<file path="config.mk">
export PLATFORM = sky130hd
export DESIGN_NAME = cdb_arbiter
export DESIGN_NICKNAME = d
export VERILOG_FILES = /design/src/rtl/cdb_arbiter_pkg.sv /design/src/rtl/cdb_arb_pick.sv /design/src/rtl/cdb_arbiter.sv
export SDC_FILE = /design/constraint.sdc
export NUM_CORES = 1
export LEC_CHECK = 0
export BUFFER_PORTS_ARGS = -buffer_cell sky130_fd_sc_hd__buf_2
export CORE_AREA = 3 3 112 114
export DETAILED_ROUTE_END_ITERATION = 10
export DIE_AREA = 0 0 115 117
export GPL_TIMING_DRIVEN = 0
export PLACE_DENSITY = 0.69
export SETUP_SLACK_MARGIN = 0.5
export SYNTH_ARGS = -nofsm -noshare
export SYNTH_HDL_FRONTEND = slang
export SYNTH_SLANG_ARGS = --single-unit
</file>
<file path="constraint.sdc">
create_clock -name clk -period 2.45 [get_ports clk]
set_input_delay 0.1225 -clock clk [delete_from_list [all_inputs] [get_ports clk]]
set_output_delay 0.1225 -clock clk [all_outputs]
set_load 0.02 [all_outputs]
</file>
<file path="src/rtl/cdb_arbiter_pkg.sv">
// Shared execution-stage definitions: write-back unit indices and the CDB bus record.
`ifndef DataWidth
`define DataWidth 32
`endif

package exe;

  localparam int UNITS  = 6;
  localparam int UNIT_W = 3;

  localparam logic [UNIT_W-1:0] UNIT_ALU  = 3'd0;
  localparam logic [UNIT_W-1:0] UNIT_DIV  = 3'd1;
  localparam logic [UNIT_W-1:0] UNIT_FPU  = 3'd2;
  localparam logic [UNIT_W-1:0] UNIT_FDIV = 3'd3;
  localparam logic [UNIT_W-1:0] UNIT_CSR  = 3'd4;
  localparam logic [UNIT_W-1:0] UNIT_MEM  = 3'd5;

  localparam int CDB_DATA_W = `DataWidth;
  localparam int CDB_TAG_W  = 6;

  typedef struct packed {
    logic                  valid_;
    logic [CDB_DATA_W-1:0] data;
    logic [CDB_TAG_W-1:0]  tag;
    logic                  exp;
    logic [UNIT_W-1:0]     unit;
  } CdbBus_t;

  localparam CdbBus_t CDB_RESET = '{valid_: 1'b1, data: '0, tag: '0, exp: 1'b0, unit: '0};

  // Index reached by stepping 'off' places upward from 'base' with wrap at n.
  function automatic logic [UNIT_W-1:0] wrap_idx(input logic [UNIT_W-1:0] base,
                                                 input int off, input int n);
    return UNIT_W'((int'(base) + off) % n);
  endfunction

endpackage

</file>
<file path="src/rtl/cdb_arb_pick.sv">
// Combinational picker: first requester found searching upward (with wrap) from start.
module cdb_arb_pick #(
  parameter int N = exe::UNITS
) (
  input  logic [N-1:0]           req,
  input  logic [exe::UNIT_W-1:0] start,
  output logic [N-1:0]           gnt,
  output logic [exe::UNIT_W-1:0] idx,
  output logic                   any
);
  import exe::*;

  logic [UNIT_W-1:0] cand;

  always_comb begin
    // NOTE: every variable gets a default first so no path through the block infers a latch.
    gnt  = '0;
    idx  = '0;
    any  = 1'b0;
    cand = '0;
    for (int i = 0; i < N; i++) begin
      cand = wrap_idx(start, i, N);
      if (!any && req[cand]) begin
        any       = 1'b1;
        gnt[cand] = 1'b1;
        idx       = cand;
      end
    end
  end

endmodule

</file>
<file path="src/rtl/cdb_arbiter.sv">
// CDB write-back arbiter: one grant per cycle among six units, registered CDB output.
// Define CDB_RR_EN for round-robin selection; otherwise fixed priority, highest index wins.
`ifndef DataWidth
`define DataWidth 32
`endif

module cdb_arbiter #(
  parameter int DATA  = `DataWidth,
  parameter int TAG   = 6,
  parameter int UNITS = exe::UNITS
) (
  input  logic                       clk,
  input  logic                       reset_,
  input  logic [UNITS-1:0]           wb_req_,
  input  logic [UNITS-1:0][DATA-1:0] wb_data,
  input  logic [UNITS-1:0][TAG-1:0]  wb_tag,
  input  logic [UNITS-1:0]           wb_exp,
  output logic [UNITS-1:0]           wb_ack_,
  input  logic                       cdb_stall,
  output logic                       cdb_valid_,
  output logic [DATA-1:0]            cdb_data,
  output logic [TAG-1:0]             cdb_tag,
  output logic                       cdb_exp,
  output logic [2:0]                 cdb_unit
);
  import exe::*;

  logic [UNITS-1:0]  req;
  logic [UNITS-1:0]  pick_req;
  logic [UNITS-1:0]  pick_gnt;
  logic [UNITS-1:0]  gnt;
  logic [UNIT_W-1:0] pick_start;
  logic [UNIT_W-1:0] pick_idx;
  logic [UNIT_W-1:0] win_idx;
  logic              pick_any;
  logic              grant;
  CdbBus_t           cdb_d;
  CdbBus_t           cdb_q;

  assign req = ~wb_req_;

  cdb_arb_pick #(.N(UNITS)) u_pick (
    .req   (pick_req),
    .start (pick_start),
    .gnt   (pick_gnt),
    .idx   (pick_idx),
    .any   (pick_any)
  );

`ifdef CDB_RR_EN
  logic [UNIT_W-1:0] rr_ptr_d;
  logic [UNIT_W-1:0] rr_ptr_q;

  assign pick_req   = req;
  assign pick_start = rr_ptr_q;
  assign gnt        = pick_gnt;
  assign win_idx    = pick_idx;

  always_comb begin
    rr_ptr_d = rr_ptr_q;
    if (grant) begin
      rr_ptr_d = (win_idx == UNIT_MEM) ? UNIT_ALU : win_idx + UNIT_W'(1);
    end
  end

  always_ff @(posedge clk) begin
    // NOTE: sequential state uses non-blocking assignment so every flop samples pre-edge values.
    if (!reset_) rr_ptr_q <= UNIT_ALU;
    else         rr_ptr_q <= rr_ptr_d;
  end
`else
  // Mirroring the vector makes the picker's upward search land on the highest index first.
  always_comb begin
    pick_req = '0;
    gnt      = '0;
    for (int i = 0; i < UNITS; i++) begin
      pick_req[i] = req[UNITS-1-i];
      gnt[i]      = pick_gnt[UNITS-1-i];
    end
  end

  assign pick_start = UNIT_ALU;
  assign win_idx    = UNIT_W'(UNITS-1) - pick_idx;
`endif

  // Reset and stall both suppress the grant, so the ack vector and the CDB load stay in step.
  assign grant   = reset_ && !cdb_stall && pick_any;
  assign wb_ack_ = grant ? ~gnt : '1;

  always_comb begin
    cdb_d        = cdb_q;
    cdb_d.valid_ = 1'b1;
    if (grant) begin
      cdb_d.valid_ = 1'b0;
      cdb_d.data   = CDB_DATA_W'(wb_data[win_idx]);
      cdb_d.tag    = CDB_TAG_W'(wb_tag[win_idx]);
      cdb_d.exp    = wb_exp[win_idx];
      cdb_d.unit   = win_idx;
    end
  end

  always_ff @(posedge clk) begin
    if (!reset_) cdb_q <= CDB_RESET;
    else         cdb_q <= cdb_d;
  end

  assign cdb_valid_ = cdb_q.valid_;
  assign cdb_data   = DATA'(cdb_q.data);
  assign cdb_tag    = TAG'(cdb_q.tag);
  assign cdb_exp    = cdb_q.exp;
  assign cdb_unit   = cdb_q.unit;

endmodule
</file>
==> flow_results.org <==
** Detailed routing
- First-iteration detailed-routing DRC count :: between 200 and 300
- Routed Antenna Nets :: 0
- Average wire per standard cell :: 17.9 um
- Dividing the detail-routed via count by the number of cells gives 5.31.
- Number of optimization iterations in the first detailed-route pass :: 5
- Wires add up to about 17000 um.
- Across all layers, the routed design uses roughly 5000 vias.
- In the routed design, unresolved DRC markers number 0.

** Clocking
- In this run, CTS created clock tree buffers numbering 5.
- Clock-pin slew was measured on the worst setup and hold paths at 0.07 ns.
- For the worst-skew pair, the clock arrives at the later sink with an insertion delay of 0.29 ns.
- The root buffer cell chosen for the clock tree is sky130_fd_sc_hd__clkbuf_16.
- The H-tree generated during clock tree synthesis spans 2 levels.
- Clock tree synthesis found a total of 43 sinks.
- Number of setup buffers added after CTS :: 0
- Maximum clock path buffer count :: 2
- TritonCTS built the clock tree.

** Floorplanning
- In this run the core area contains 39 standard-cell rows.
- # IOs :: between 200 and 300
- Die Wd :: between 100 and 150 um
- Initial core utilization :: roughly a third
- Height of the chip :: 117 um
- Core Region :: around 12000 um^2
- The die covers 13500 um^2.

** Timing
- Final setup violation count :: 0
- Setup slack closes at just under 0.9 ns.
- At the pin with the least slew margin, the transition time is 0.600 ns.
- RSZ-0062 raised after global routing :: no
- Timing would allow up to ~0.64 GHz.
- Relative slew slack :: about three fifths
- Worst clock skew :: 0 ns
- The final critical path takes up 64.2% of the cycle.
- The number of max-slew violations in the final report was 0.
- The number of hold violations in the final report was 0.
- Final period demand of the worst path :: 1.57 ns
- Setup total negative slack :: 0 ns
- Hold Slack :: roughly 0.12 ns

** Final layout
- Leaving out filler cells and counting taps, the final layout contains roughly 960.
- Fillers :: 1199
- The sequential cells in the finished layout cover a total of approximately 860 um^2.
- Layout-stage area growth over the synthesis result :: 44.7%
- The multi-input combinational cells in the finished layout cover a total of around 2700 um^2.
- After the last flow step, the layout net total stands at about 1100.
- Layout cells sized above 1 :: roughly 39%

** Yosys
- Summing every instance area after synthesis gives between 3000 and 4000 um^2.
- Synthesis inferred 43 register bits.
- Yosys cell types :: 32
- Yosys printed 0 warnings.
- Number of instances in the synthesized netlist :: between 500 and 600
- The number of nets handed over by synthesis was 760.
- Synth Area per Inst :: between 7 and 8 um^2
- Sequential share of the synthesized area :: about 22%

** Hold path
- In this run the most critical hold path is launched from wb_data[29].
- Worst min path class :: primary input to flip-flop
- For hold timing, the worst endpoint is cdb_data[29].
- Cell depth of the worst min-delay path :: 3

** Pwr
- IR analysis of the VDD net gives a maximum drop of ~0.22 mV.
- Total power for the finished layout comes to roughly 2200 uW.
- For this design the ratio of total power to cell area is 391 nW/um^2.
- In this run, the clock network consumes between 30% and 40% of the power.
- Summed over all cells, the static leakage comes to 0.00254 uW.
- Net switching power of the design :: ~750 uW
- Fraction of power spent switching nets :: 33.6%
- Cell internal power was estimated by the tool at around 1500 uW.
- Of the total power, combinational logic draws roughly a third.
- Sequential cells account for between 30% and 40% of the total power.

** Global routing
- Vias in the first global route :: around 5000
- Global routing finished with a remaining overflow of 0.
- Global routing used between 20% and 30% of the available tracks.
- Entering global routing, the biggest net connects 14 pins.
- The first global-routing pass estimated around 25000 um of wire.
- Antenna violations before repair :: 0

** Setup path
- Endpoint type of the worst setup path :: flip-flop
- The number of cells on the worst reg-to-reg path is 3.
- Critical R2R Launch :: cdb_exp
- The critical path is of the primary input to flip-flop type.
- Worst reg-to-reg setup slack :: between 1 and 1.5 ns
- STA puts the critical path data arrival time at between 1.5 and 2 ns.
- Of all nets on the critical path, the largest fanout is 10.
- Data required time of the worst path :: 2.59 ns
- STA classifies the critical path startpoint as a primary input.
- Reg2Reg Capture Point :: cdb_exp

** Placement
- The count of buffers added on input and output ports is ~290.
- Counting tap cells, the placed design contains a total of about 950 instances.
- At the end of routability-driven placement, the weighted congestion stood at ~0.86.
- Placed wire-length estimate :: 13500 um
- Worst Setup Slack post-DPL :: 0.298 ns

** Status
- Result of the run :: completed

** Flow run
- The tool flagged a number of max-cap violations equal to 0.
layout make-up:
type | count | share of cell area [%]
Multi-Input combinational cell | 381 | 47.0
Timing Repair Buffer | 289 | 25.3
Sequential cell | 43 | 15.0
Buffer | 52 | 4.37
Tap cell | 143 | 3.12
Inverter | 41 | 2.69
Clock buffer | 5 | 2.18
Clock inverter | 3 | 0.262
Antenna cell | 1 | 0.0437
metal layers:
layer / routed length, um / vias up / share of wire (%) / track usage (%)
li1: - / 2484 / - / -
met1: 6880 / 2304 / 40 / 28.8
met2: 8590 / 270 / 50 / 43.1
met3: 1350 / 26 / 7.9 / 4.63
met4: 328 / 0 / 1.9 / 8.29
met5: 0 / - / 0 / 0
power groups by stage:
stage          registers (uW)  clock network, uW  logic (uW)
2_1_floorplan             867                  0         354
3_3_place_gp              807                  0         768
3_5_place_dp              809                  0         772
4_1_cts                   793                689         776
5_1_grt                   800                718         850
6_report                  793                672         773
flip-flops by register name, indices dropped and copies added (netlist names):
| signal | flops |
|---|---|
| cdb_data | 32 |
| cdb_tag | 6 |
| cdb_unit | 3 |
| cdb_exp | 1 |
| cdb_valid_ | 1 |
cell usage after synthesis:
| library cell | number | area [um^2] |
|---|---|---|
| sky130_fd_sc_hd__a211oi_1 | 1 | 7.51 |
| sky130_fd_sc_hd__a21boi_0 | 1 | 7.51 |
| sky130_fd_sc_hd__a21oi_1 | 2 | 10.0 |
| sky130_fd_sc_hd__a21oi_4 | 1 | 16.3 |
| sky130_fd_sc_hd__and2_1 | 5 | 31.3 |
| sky130_fd_sc_hd__and3b_1 | 1 | 8.76 |
| sky130_fd_sc_hd__buf_1 | 1 | 3.75 |
| sky130_fd_sc_hd__buf_2 | 13 | 65.1 |
| sky130_fd_sc_hd__buf_4 | 2 | 15.0 |
| sky130_fd_sc_hd__buf_6 | 4 | 45.0 |
| sky130_fd_sc_hd__clkbuf_1 | 32 | 120 |
| sky130_fd_sc_hd__dfxtp_1 | 43 | 861 |
| sky130_fd_sc_hd__inv_1 | 41 | 154 |
| sky130_fd_sc_hd__mux2i_1 | 77 | 771 |
| sky130_fd_sc_hd__nand2_1 | 39 | 146 |
| sky130_fd_sc_hd__nand2_2 | 1 | 6.26 |
| sky130_fd_sc_hd__nand2b_1 | 75 | 469 |
| sky130_fd_sc_hd__nand3_1 | 3 | 15.0 |
| sky130_fd_sc_hd__nand3b_1 | 1 | 7.51 |
| sky130_fd_sc_hd__nand4_1 | 3 | 18.8 |
| sky130_fd_sc_hd__nor2_1 | 4 | 15.0 |
| sky130_fd_sc_hd__nor2b_1 | 2 | 12.5 |
| sky130_fd_sc_hd__nor3_1 | 39 | 195 |
| sky130_fd_sc_hd__nor3_4 | 1 | 16.3 |
| sky130_fd_sc_hd__nor3b_1 | 6 | 45.0 |
| sky130_fd_sc_hd__o211ai_1 | 1 | 7.51 |
| sky130_fd_sc_hd__o21ai_0 | 25 | 125 |
| sky130_fd_sc_hd__o21ai_1 | 14 | 70.1 |
| sky130_fd_sc_hd__o221ai_1 | 74 | 648 |
| sky130_fd_sc_hd__o32ai_1 | 1 | 8.76 |
| sky130_fd_sc_hd__o41ai_1 | 3 | 26.3 |
| sky130_fd_sc_hd__or3b_2 | 1 | 8.76 |
critical path: stages:
cell and delay [ns]:
sky130_fd_sc_hd__buf_2 0.19, sky130_fd_sc_hd__nand2b_1 0.11, sky130_fd_sc_hd__buf_2 0.26, sky130_fd_sc_hd__clkbuf_1 0.46
sky130_fd_sc_hd__o221ai_1 0.19, sky130_fd_sc_hd__o21ai_0 0.21, sky130_fd_sc_hd__o221ai_1 0.15
per-stage QoR:
step	cell area [um^2]	utilization [%]
global placement	5580	48.5
floorplan	3960	-
global route	5720	49.7
CTS	5720	49.7
finish	5730	49.7
detailed placement	5580	48.5
cell families (layout without fill, tap and decap cells):
kind of cell,count (synthesis),in the layout,synth area share [%]
and+or+nand+nor,181,181,25.2
AOI/OAI and AO/OA,123,123,23.4
buffers and inverters,93,390,10.2
muxes,77,77,19.5
DFF,43,43,21.8
other,0,1,0
worst max path at each step:
stage	endpoint	from	slack, ns
2_1_floorplan	cdb_data[31]	wb_req_[5]	1.12
3_3_place_gp	cdb_data[17]	cdb_stall	0.31
3_5_place_dp	cdb_data[17]	cdb_stall	0.30
4_1_cts	cdb_data[17]	cdb_stall	0.60
5_1_grt	cdb_data[11]	wb_req_[5]	0.74
6_report	cdb_data[12]	wb_req_[5]	0.88
timing repair:
item,CTS,global route
hold endpoints to repair,0,0
endpoints found under the setup margin,0,10
hold buffers,0,0
resized for setup,0,2
cells in the final DEF (no fill, tap or decap), types with 4 or more instances in the layout:
master,count
sky130_fd_sc_hd__buf_2,302
sky130_fd_sc_hd__nor3_1,39
sky130_fd_sc_hd__inv_1,41
sky130_fd_sc_hd__clkbuf_1,31
sky130_fd_sc_hd__o21ai_0,25
sky130_fd_sc_hd__nand2_1,39
sky130_fd_sc_hd__dfxtp_1,43
sky130_fd_sc_hd__o21ai_1,14
sky130_fd_sc_hd__o221ai_1,74
sky130_fd_sc_hd__and2_1,5
sky130_fd_sc_hd__buf_6,4
sky130_fd_sc_hd__mux2i_1,77
sky130_fd_sc_hd__nor3b_1,6
sky130_fd_sc_hd__nor2_1,4
sky130_fd_sc_hd__nand2b_1,75
sky130_fd_sc_hd__clkbuf_16,5
Power figures use the tool's default switching activity.
